==> src/rtl/mem_arb_pkg.sv <==
// Shared types and defaults for the memory-port arbiter.
package mem_arb_pkg;

  localparam int NREQ_DEF = 4;
  localparam int AW_DEF   = 6;
  localparam int DW_DEF   = 8;
  // Tag index is sized for the largest supported requester count (8).
  localparam int TAG_IW   = 3;

  typedef struct packed {
    logic              wr;
    logic [AW_DEF-1:0] addr;
    logic [DW_DEF-1:0] wdata;
  } mem_cmd_t;

  typedef struct packed {
    logic              valid;
    logic [TAG_IW-1:0] index;
  } rd_tag_t;

  // Width of a requester index; at least one bit.
  function automatic int idx_width(input int n);
    return (n > 1) ? $clog2(n) : 1;
  endfunction

endpackage

==> src/rtl/mem_port_arbiter_rr_priority_pick.sv <==
// rr_priority_pick: combinational round-robin search.
// Returns the first requester at or after ptr (wrapping) as one-hot and index.
module rr_priority_pick
  import mem_arb_pkg::*;
#(
  parameter int NREQ = NREQ_DEF,
  parameter int IW   = 2
) (
  input  logic [NREQ-1:0] req,
  input  logic [IW-1:0]   ptr,
  output logic [NREQ-1:0] win_onehot,
  output logic [IW-1:0]   win_idx,
  output logic            win_valid
);

  logic [IW:0] cand_s;

  // Walk ptr, ptr+1, ... modulo NREQ and keep the first active request
  always_comb begin
    win_onehot = '0;
    win_idx    = '0;
    win_valid  = 1'b0;
    cand_s     = '0;
    for (int k = 0; k < NREQ; k++) begin
      cand_s = {1'b0, ptr} + (IW+1)'(k);
      if (cand_s >= (IW+1)'(NREQ)) begin
        cand_s = cand_s - (IW+1)'(NREQ);
      end else begin
        cand_s = cand_s;
      end
      if (!win_valid && req[cand_s[IW-1:0]]) begin
        win_valid                    = 1'b1;
        win_idx                      = cand_s[IW-1:0];
        win_onehot[cand_s[IW-1:0]]   = 1'b1;
      end else begin
        win_valid = win_valid;
      end
    end
  end

endmodule

==> src/rtl/mem_port_arbiter.sv <==
// mem_port_arbiter: round-robin sharing of one single-port memory command bus.
// Optional feature macro: MEM_ARB_LOCK_EN (adds req_lock and bounded grant locking).
module mem_port_arbiter
  import mem_arb_pkg::*;
#(
  parameter int NREQ     = NREQ_DEF,
  parameter int AW       = AW_DEF,
  parameter int DW       = DW_DEF,
`ifdef MEM_ARB_LOCK_EN
  parameter int LOCK_MAX = 4,
`endif
  parameter int RD_LAT   = 1
) (
  input  logic               clk,
  input  logic               rst,
  input  logic [NREQ-1:0]    req,
  input  logic [NREQ-1:0]    req_wr,
  input  logic [NREQ*AW-1:0] req_addr,
  input  logic [NREQ*DW-1:0] req_wdata,
`ifdef MEM_ARB_LOCK_EN
  input  logic [NREQ-1:0]    req_lock,
`endif
  output logic [NREQ-1:0]    gnt,
  output logic [NREQ-1:0]    rvalid,
  output logic [DW-1:0]      rdata,
  output logic               mem_en,
  output logic               mem_wr,
  output logic [AW-1:0]      mem_addr,
  output logic [DW-1:0]      mem_wdata,
  input  logic [DW-1:0]      mem_rdata
);

  localparam int IW = idx_width(NREQ);

  logic [NREQ-1:0] pick_req_s;
  logic [NREQ-1:0] pick_onehot_s;
  logic [IW-1:0]   pick_idx_s;
  logic            pick_valid_s;

  logic [NREQ-1:0] sel_onehot_s;
  logic [IW-1:0]   sel_idx_s;
  logic            sel_valid_s;
  logic            sel_wr_s;
  logic [AW-1:0]   sel_addr_s;
  logic [DW-1:0]   sel_wdata_s;
  logic            hold_ptr_s;

  logic [IW-1:0]   ptr_r;
  logic [IW-1:0]   ptr_nxt_s;
  logic [IW:0]     ptr_inc_s;

  logic [NREQ-1:0] gnt_r;
  logic            mem_en_r;
  logic            mem_wr_r;
  logic [AW-1:0]   mem_addr_r;
  logic [DW-1:0]   mem_wdata_r;

  rd_tag_t         tag_pipe_r [RD_LAT];
  logic [NREQ-1:0] rvalid_nxt_s;
  logic [NREQ-1:0] rvalid_r;

  rr_priority_pick #(
    .NREQ (NREQ),
    .IW   (IW)
  ) u_pick (
    .req        (pick_req_s),
    .ptr        (ptr_r),
    .win_onehot (pick_onehot_s),
    .win_idx    (pick_idx_s),
    .win_valid  (pick_valid_s)
  );

`ifdef MEM_ARB_LOCK_EN
  logic [IW-1:0] owner_r;
  logic [2:0]    lock_cnt_r;   // grants in the current owner's run, first grant counts as 1
  logic          lock_hold_s;
  logic          lock_skip_s;

  // Decide whether last cycle's owner keeps the bus or has used up its run
  always_comb begin
    lock_hold_s = 1'b0;
    lock_skip_s = 1'b0;
    if ((|gnt_r) && req[owner_r] && req_lock[owner_r]) begin
      if (lock_cnt_r >= 3'(LOCK_MAX)) begin
        lock_skip_s = 1'b1;
      end else begin
        lock_hold_s = 1'b1;
      end
    end else begin
      lock_hold_s = 1'b0;
    end
  end

  // Remove an exhausted owner from the round-robin search for one arbitration
  always_comb begin
    pick_req_s = req;
    if (lock_skip_s) begin
      pick_req_s[owner_r] = 1'b0;
    end else begin
      pick_req_s = req;
    end
  end

  // A locked owner overrides the round-robin winner and freezes the pointer
  always_comb begin
    sel_valid_s  = pick_valid_s;
    sel_idx_s    = pick_idx_s;
    sel_onehot_s = pick_onehot_s;
    hold_ptr_s   = 1'b0;
    if (lock_hold_s) begin
      sel_valid_s  = 1'b1;
      sel_idx_s    = owner_r;
      sel_onehot_s = gnt_r;
      hold_ptr_s   = 1'b1;
    end else begin
      hold_ptr_s   = 1'b0;
    end
  end

  // Track the owner and the length of its consecutive-grant run
  always_ff @(posedge clk or posedge rst) begin
    if (rst) begin
      owner_r    <= '0;
      lock_cnt_r <= 3'd0;
    end else if (!sel_valid_s) begin
      lock_cnt_r <= 3'd0;
    end else if (lock_hold_s) begin
      lock_cnt_r <= lock_cnt_r + 3'd1;
    end else begin
      owner_r    <= sel_idx_s;
      lock_cnt_r <= 3'd1;
    end
  end
`else
  assign pick_req_s = req;

  // Pure round-robin: the picker's winner is the grant
  always_comb begin
    sel_valid_s  = pick_valid_s;
    sel_idx_s    = pick_idx_s;
    sel_onehot_s = pick_onehot_s;
    hold_ptr_s   = 1'b0;
  end
`endif

  // Gather the winner's command fields and the post-grant pointer
  always_comb begin
    sel_wr_s    = req_wr[sel_idx_s];
    sel_addr_s  = req_addr[sel_idx_s*AW +: AW];
    sel_wdata_s = req_wdata[sel_idx_s*DW +: DW];
    ptr_inc_s   = {1'b0, sel_idx_s} + (IW+1)'(1);
    if (hold_ptr_s) begin
      ptr_nxt_s = ptr_r;
    end else if (ptr_inc_s == (IW+1)'(NREQ)) begin
      ptr_nxt_s = '0;
    end else begin
      ptr_nxt_s = ptr_inc_s[IW-1:0];
    end
  end

  // Register the memory command bus and grant; idle cycles drive zeros
  always_ff @(posedge clk or posedge rst) begin
    if (rst) begin
      gnt_r       <= '0;
      mem_en_r    <= 1'b0;
      mem_wr_r    <= 1'b0;
      mem_addr_r  <= '0;
      mem_wdata_r <= '0;
      ptr_r       <= '0;
    end else if (sel_valid_s) begin
      gnt_r       <= sel_onehot_s;
      mem_en_r    <= 1'b1;
      mem_wr_r    <= sel_wr_s;
      mem_addr_r  <= sel_addr_s;
      mem_wdata_r <= sel_wdata_s;
      ptr_r       <= ptr_nxt_s;
    end else begin
      gnt_r       <= '0;
      mem_en_r    <= 1'b0;
      mem_wr_r    <= 1'b0;
      mem_addr_r  <= '0;
      mem_wdata_r <= '0;
    end
  end

  // Read tags ride alongside the command and shift out RD_LAT cycles later
  always_ff @(posedge clk or posedge rst) begin
    if (rst) begin
      for (int k = 0; k < RD_LAT; k++) begin
        tag_pipe_r[k] <= '0;
      end
    end else begin
      tag_pipe_r[0] <= '{valid: sel_valid_s & ~sel_wr_s, index: TAG_IW'(sel_idx_s)};
      for (int k = 1; k < RD_LAT; k++) begin
        tag_pipe_r[k] <= tag_pipe_r[k-1];
      end
    end
  end

  // Decode the emerging tag into a one-hot return strobe
  always_comb begin
    rvalid_nxt_s = '0;
    for (int k = 0; k < NREQ; k++) begin
      rvalid_nxt_s[k] = tag_pipe_r[RD_LAT-1].valid &&
                        (tag_pipe_r[RD_LAT-1].index == TAG_IW'(k));
    end
  end

  // Register the return strobe so it lines up with mem_rdata
  always_ff @(posedge clk or posedge rst) begin
    if (rst) begin
      rvalid_r <= '0;
    end else begin
      rvalid_r <= rvalid_nxt_s;
    end
  end

  assign gnt       = gnt_r;
  assign mem_en    = mem_en_r;
  assign mem_wr    = mem_wr_r;
  assign mem_addr  = mem_addr_r;
  assign mem_wdata = mem_wdata_r;
  assign rvalid    = rvalid_r;
  // Memory data is only meaningful in a return cycle; elsewhere rdata stays 0.
  assign rdata     = (|rvalid_r) ? mem_rdata : {DW{1'b0}};

endmodule
==> config.mk <==
export PLATFORM = sky130hd
export DESIGN_NAME = mem_port_arbiter
export DESIGN_NICKNAME = d
export VERILOG_FILES = /design/src/rtl/mem_arb_pkg.sv /design/src/rtl/mem_port_arbiter_rr_priority_pick.sv /design/src/rtl/mem_port_arbiter.sv
export SDC_FILE = /design/constraint.sdc
export NUM_CORES = 1
export LEC_CHECK = 0
export CORE_ASPECT_RATIO = 0.5
export CORE_MARGIN = 5
export CORE_UTILIZATION = 30
export DETAILED_ROUTE_END_ITERATION = 10
export RECOVER_POWER = 50
export SYNTH_ARGS = -nofsm -noshare
export SYNTH_HDL_FRONTEND = slang
export SYNTH_SLANG_ARGS = --single-unit
==> constraint.sdc <==
create_clock -name clk -period 5.7 [get_ports clk]
set_input_delay 0.855 -clock clk [delete_from_list [all_inputs] [get_ports clk]]
set_output_delay 0.855 -clock clk [all_outputs]
set_load 0.02 [all_outputs]
==> impl_metrics.json, run 1 <==
{
  "outcome": "finished clean",
  "wirelength_um": 5540,
  "synth_cells": 182,
  "place_hpwl_um": 4480,
  "start_util": 0.307,
  "async_reset_ff_frac": 1.00,
  "synth_area_leaders": "dfrtp_1 (36%), mux2i_1 (17%), o22ai_2 (6.2%)",
  "swShare": 0.433,
  "layout_worst_path_cycle_share": 0.681,
  "seq_area_frac_synth": 0.357,
  "diodes": 0,
  "post-route-min-period_ps": 3880,
  "worstReg2RegEnd": "ptr_r[1]",
  "pwr-share-comb": 0.677,
  "cts_sinks": 29,
  "worst_slew_pin_slew_ps": 1080,
  "endpoint": "ptr_r[1]",
  "clock_skew_ps": 1.25,
  "relSlewSlack": 0.278,
  "htreeDepth": 2,
  "hold_path_startpoint": "tag_pipe_r[1]",
  "fmax_ghz": 0.258,
  "power_mw": 2.01,
  "viasPerCell": 4.62,
  "drt_iter0_markers": 56,
  "rsz0062_at_grt": "no",
  "cp.required_ps": 5850,
  "tritoncts": "done",
  "syn2layout_area_growth_pct": 61.0,
  "worstSetupEndpointType": "flop",
  "cts-buffers-inserted": 5,
  "synth_top_area_share": 0.357,
  "ys_ff_latch": 29,
  "grt_pass1_vias": 1734,
  "drv_cap": 0,
  "place_congestion": 0.838,
  "grt_usage": 0.125,
  "r2r_slack_ps": 1820,
  "hold_buffers": 0,
  "synth.most_common_cell": "mux2i_1",
  "row_count": 21,
  "yosys.area.top_type": "dfrtp_1",
  "ir_drop_mv": 0.300,
  "wl_per_cell_um": 14.7,
  "intPower_mw": 1.14,
  "syn_area_per_cell_sq_um": 11.2,
  "antenna_found_initial": 0,
  "r2r_start": "ptr_r[0]",
  "power.switching_uw": 870,
  "drc_errors": 0,
  "drive_gt1_frac": 0.126,
  "vias": 1746,
  "drv_slew": 0,
  "fin_nets": 368,
  "clock_path_buffers": 2,
  "drtPass1Iterations": 4,
  "grt_pass1_wl_um": 8570,
  "clkTransAtPathRegs_ps": 50,
  "synth_edf_count": 0,
  "overflow": 0,
  "num-fill-cells": 607,
  "hold_viol": 0,
  "port_buffers": 105,
  "powerDensity_nw_per_um2": 614,
  "yosysWarnings": 0,
  "post_cts_buffers": 0,
  "reg2reg_depth": 10,
  "criticalPathCategory": "flop to flop",
  "ys_top_cells_by_count": "mux2i_1 (34), dfrtp_1 (29), nor2_1 (13), o22ai_2 (10), ha_1 (9)",
  "multi_input_area_sq_um": 1170,
  "synth_nets": 265,
  "crit_path_start_kind": "flop",
  "clock_latency_ps": 270,
  "min_path_type": "flop to flop",
  "seq_area_sq_um": 726,
  "grt_max_degree": 30,
  "arrival_ps": 4030,
  "die_h_um": 68.2,
  "dieWidth_um": 126,
  "p_clk_frac": 0.132,
  "synth_cell_types": 45,
  "dieArea_sq_um": 8610,
  "total_leakage_power_nw": 1.45,
  "fin_setup_tns_ps": 0,
  "ys_dominant_reg_cell": "dfrtp_1",
  "io_pins": 106,
  "synth_area_sq_um": 2030,
  "setup_viol": 0,
  "antenna_left": 0,
  "coreArea_sq_um": 6620,
  "startpoint": "ptr_r[0]",
  "cts_root_buffer": "clkbuf_16",
  "p_seq_frac": 0.191,
  "ctsResizeCount": 0,
  "critPathMaxFanout": 23
}
## area by class of cell
| type | instances | share of cell area |
|---|---|---|
| tap | 92 | 0.0352 |
| inverter | 9 | 0.0103 |
| clock buffer | 7 | 0.0467 |
| sequential | 29 | 0.222 |
| timing repair buffer | 107 | 0.326 |
| multi-input combinational | 133 | 0.358 |
| clock inverter | 1 | 0.00153 |
## per-stage QoR
step | util | instances | area [sq um] | setup slack, ps | hold WS, ps
CTS | 0.494 | 378 | 3270 | 1790 | 468
global placement | 0.470 | 370 | 3110 | 1920 | 460
finish | 0.494 | 378 | 3270 | 1820 | 467
global route | 0.494 | 378 | 3270 | 1450 | 517
floorplan | - | 182 | 2030 | 2550 | 428
detailed placement | 0.470 | 370 | 3110 | 1830 | 461
## placed cells by master, fill, tap and decap left out, drive strengths merged, types with 6 or more instances in the layout
cell           netlist  layout
inv                  8       8
dfrtp               29      29
nor2b                9       9
clkbuf               2       7
mux2i               34      34
a21oi                6       6
nor2                14      14
ha                   9       9
nand2                7       7
clkdlybuf4s50        0      85
dlygate4sd3          0      20
o22ai               15      15
## cells by family (layout without fill, tap and decap cells)
| family | count (synthesis) | after routing | share of synthesized area |
|---|---|---|---|
| multiplexers | 41 | 41 | 0.229 |
| flip-flops | 29 | 29 | 0.357 |
| AND/OR/NAND/NOR | 46 | 46 | 0.124 |
| buffers and inverters | 20 | 124 | 0.0659 |
| adder cells (fa/ha/maj) | 9 | 9 | 0.0555 |
| AO/OA/AOI/OAI | 37 | 37 | 0.168 |
## registers in the layout, summed over array words and instances, names as in the netlist
signal,count
gnt,4
tag_pipe_r,3
ptr_r,2
mem_wr,1
mem_wdata,8
mem_en,1
rvalid,4
mem_addr,6
## critical path: stages (launching register included)
cell      delay [ps]
dfrtp_1          870
inv_1            300
ha_1             510
mux4_2           490
nor3_2           270
inv_1            100
o22ai_2          160
buf_4            280
clkinv_1         170
ha_1             310
mux2_1           280
## worst min-delay path by stage
stage	to	slack (ps)	cells past startpoint
2_1_floorplan	rvalid[1]	430	1
3_3_place_gp	rvalid[1]	460	1
3_5_place_dp	rvalid[1]	460	1
4_1_cts	rvalid[1]	470	1
5_1_grt	rvalid[1]	520	1
6_report	rvalid[1]	470	1
## per-layer routing
metal,global-route usage,wire length (um)
met2,0.219,2870
met3,0.0288,240
met1,0.153,2340
met5,0,0
met4,0.0455,91
## power groups by stage
stage	Sequential, mW	Combinational (mW)	Clock, mW
2_1_floorplan	0.452	0.988	0
3_3_place_gp	0.387	1.38	0
3_5_place_dp	0.392	1.40	0
4_1_cts	0.389	1.40	0.273
5_1_grt	0.402	1.47	0.285
6_report	0.383	1.36	0.265
Note: power is estimated with default switching activity, not from simulation.
==> run 2, diff against run 1 <==
==> constraint.sdc (replaced) <==
create_clock -name clk -period 3.7 [get_ports clk]
set_input_delay 0.555 -clock clk [delete_from_list [all_inputs] [get_ports clk]]
set_output_delay 0.555 -clock clk [all_outputs]
set_load 0.02 [all_outputs]
==> impl_metrics.json, run 2 (same netlist as run 1, synthesis figures left out) <==
{
  "path_buf_inv": 3,
  "reg2reg_depth": 9,
  "drv_cap": 0,
  "holdWs_ps": 478,
  "tritoncts": "done",
  "antenna_left": 0,
  "post-route-min-period_ps": 2930,
  "overflow": 0,
  "rsz0062_at_grt": "no",
  "endpoint": "ptr_r[1]",
  "grt_usage": 0.132,
  "clkTransAtPathRegs_ps": 50,
  "wl_per_cell_um": 15.5,
  "powerDensity_nw_per_um2": 960,
  "drive_gt1_frac": 0.138,
  "relSlewSlack": 0.255,
  "fin_ws_ps": 770,
  "place_congestion": 0.791,
  "largest_reg_flops": 8,
  "port_buffers": 105,
  "syn2layout_area_growth_pct": 63.1,
  "startpoint": "req[3]",
  "cts-buffers-inserted": 5,
  "grt_max_degree": 30,
  "setup_viol": 0,
  "min_path_type": "flop to flop",
  "layout_common_cells": "clkdlybuf4s50_1 (80), mux2i_1 (34), dfrtp_1 (29), dlygate4sd3_1 (25), nor2_1 (13)",
  "htreeDepth": 2,
  "hold_buffers": 0,
  "crit_chain": "clkdlybuf4s50_1, mux4_2, nor3_2, inv_1, o22ai_2, clkinv_1, ha_1, mux2_1",
  "ir_drop_mv": 0.442,
  "viasPerCell": 4.64,
  "cp.required_ps": 3850,
  "coreArea_sq_um": 6620,
  "wirelength_um": 5900,
  "max_stage_delay_ps": 680,
  "cp_num_cells": 8,
  "cp_top_family": "multiplexers",
  "clock_latency_ps": 270,
  "drt_iter0_markers": 103,
  "r2r_slack_ps": 840,
  "antenna_found_initial": 0,
  "cts_root_buffer": "clkbuf_16",
  "slowest_stage": "mux4_2",
  "critPathMaxFanout": 12,
  "power_mw": 3.18,
  "total_leakage_power_nw": 1.48,
  "layout_worst_path_cycle_share": 0.792,
  "clock_path_buffers": 2,
  "io_pins": 106,
  "fin_setup_tns_ps": 0,
  "crit_path_start_kind": "input port",
  "final_common_cell": "clkdlybuf4s50_1",
  "post_cts_buffers": 0,
  "worstReg2RegEnd": "ptr_r[1]",
  "drv_slew": 0,
  "row_count": 21,
  "ctsResizeCount": 0,
  "vias": 1772,
  "grt_pass1_wl_um": 9070,
  "criticalPathCategory": "input port to flop",
  "fmax_ghz": 0.341,
  "clock_skew_ps": 5.43,
  "hold_viol": 0,
  "dieArea_sq_um": 8610,
  "preCtsSetupSlack_ps": 481,
  "die_h_um": 68.2,
  "dieWidth_um": 126,
  "worstSetupEndpointType": "flop",
  "cts_sinks": 29,
  "fin_nets": 372,
  "place_hpwl_um": 4690,
  "diodes": 0,
  "grt_pass1_vias": 1817,
  "drc_errors": 0,
  "arrival_ps": 3080,
  "worst_slew_pin_slew_ps": 1120,
  "outcome": "finished clean",
  "r2r_start": "ptr_r[0]",
  "drtPass1Iterations": 4,
  "num-fill-cells": 611,
  "start_util": 0.307
}
-- run 2: final cells by class --
cell class,count,area (sq um),area share
tap,92,115,0.0348
sequential,29,726,0.219
clock inverter,1,5.00,0.00151
timing repair buffer,111,1110,0.335
inverter,9,33.8,0.0102
clock buffer,7,153,0.0461
multi-input combinational,133,1170,0.354
-- run 2: through the flow --
step           utilization  cells  cell area [sq um]
2_1_floorplan            -    182               2030
4_1_cts              0.500    382               3310
3_3_place_gp         0.476    374               3150
5_1_grt              0.500    382               3310
6_report             0.500    382               3310
3_5_place_dp         0.476    374               3150
-- run 2: worst min-delay path by stage --
stage	from	endpoint	slack, ps	depth (start not counted)
6_report	tag_pipe_r[1]	rvalid[1]	480	1
5_1_grt	tag_pipe_r[1]	rvalid[1]	490	1
2_1_floorplan	tag_pipe_r[1]	rvalid[1]	430	1
4_1_cts	tag_pipe_r[1]	rvalid[1]	480	1
3_3_place_gp	tag_pipe_r[1]	rvalid[1]	470	1
3_5_place_dp	tag_pipe_r[1]	rvalid[1]	470	1
-- run 2: layer usage --
metal,vias to the layer above,track usage,share of wire
met5,-,0,0
met4,0,0.0321,0.0073
met3,4,0.0296,0.035
met2,31,0.245,0.52
met1,861,0.159,0.43
li1,876,-,-
-- run 2: report_power, final --
group          internal, mW  switching (mW)  total (mW)  leakage, nW
Sequential            0.482          0.0526       0.534        0.355
Combinational          1.05            1.18        2.23         1.05
Clock                 0.284           0.134       0.418       0.0799
Total                  1.81            1.37        3.18         1.48
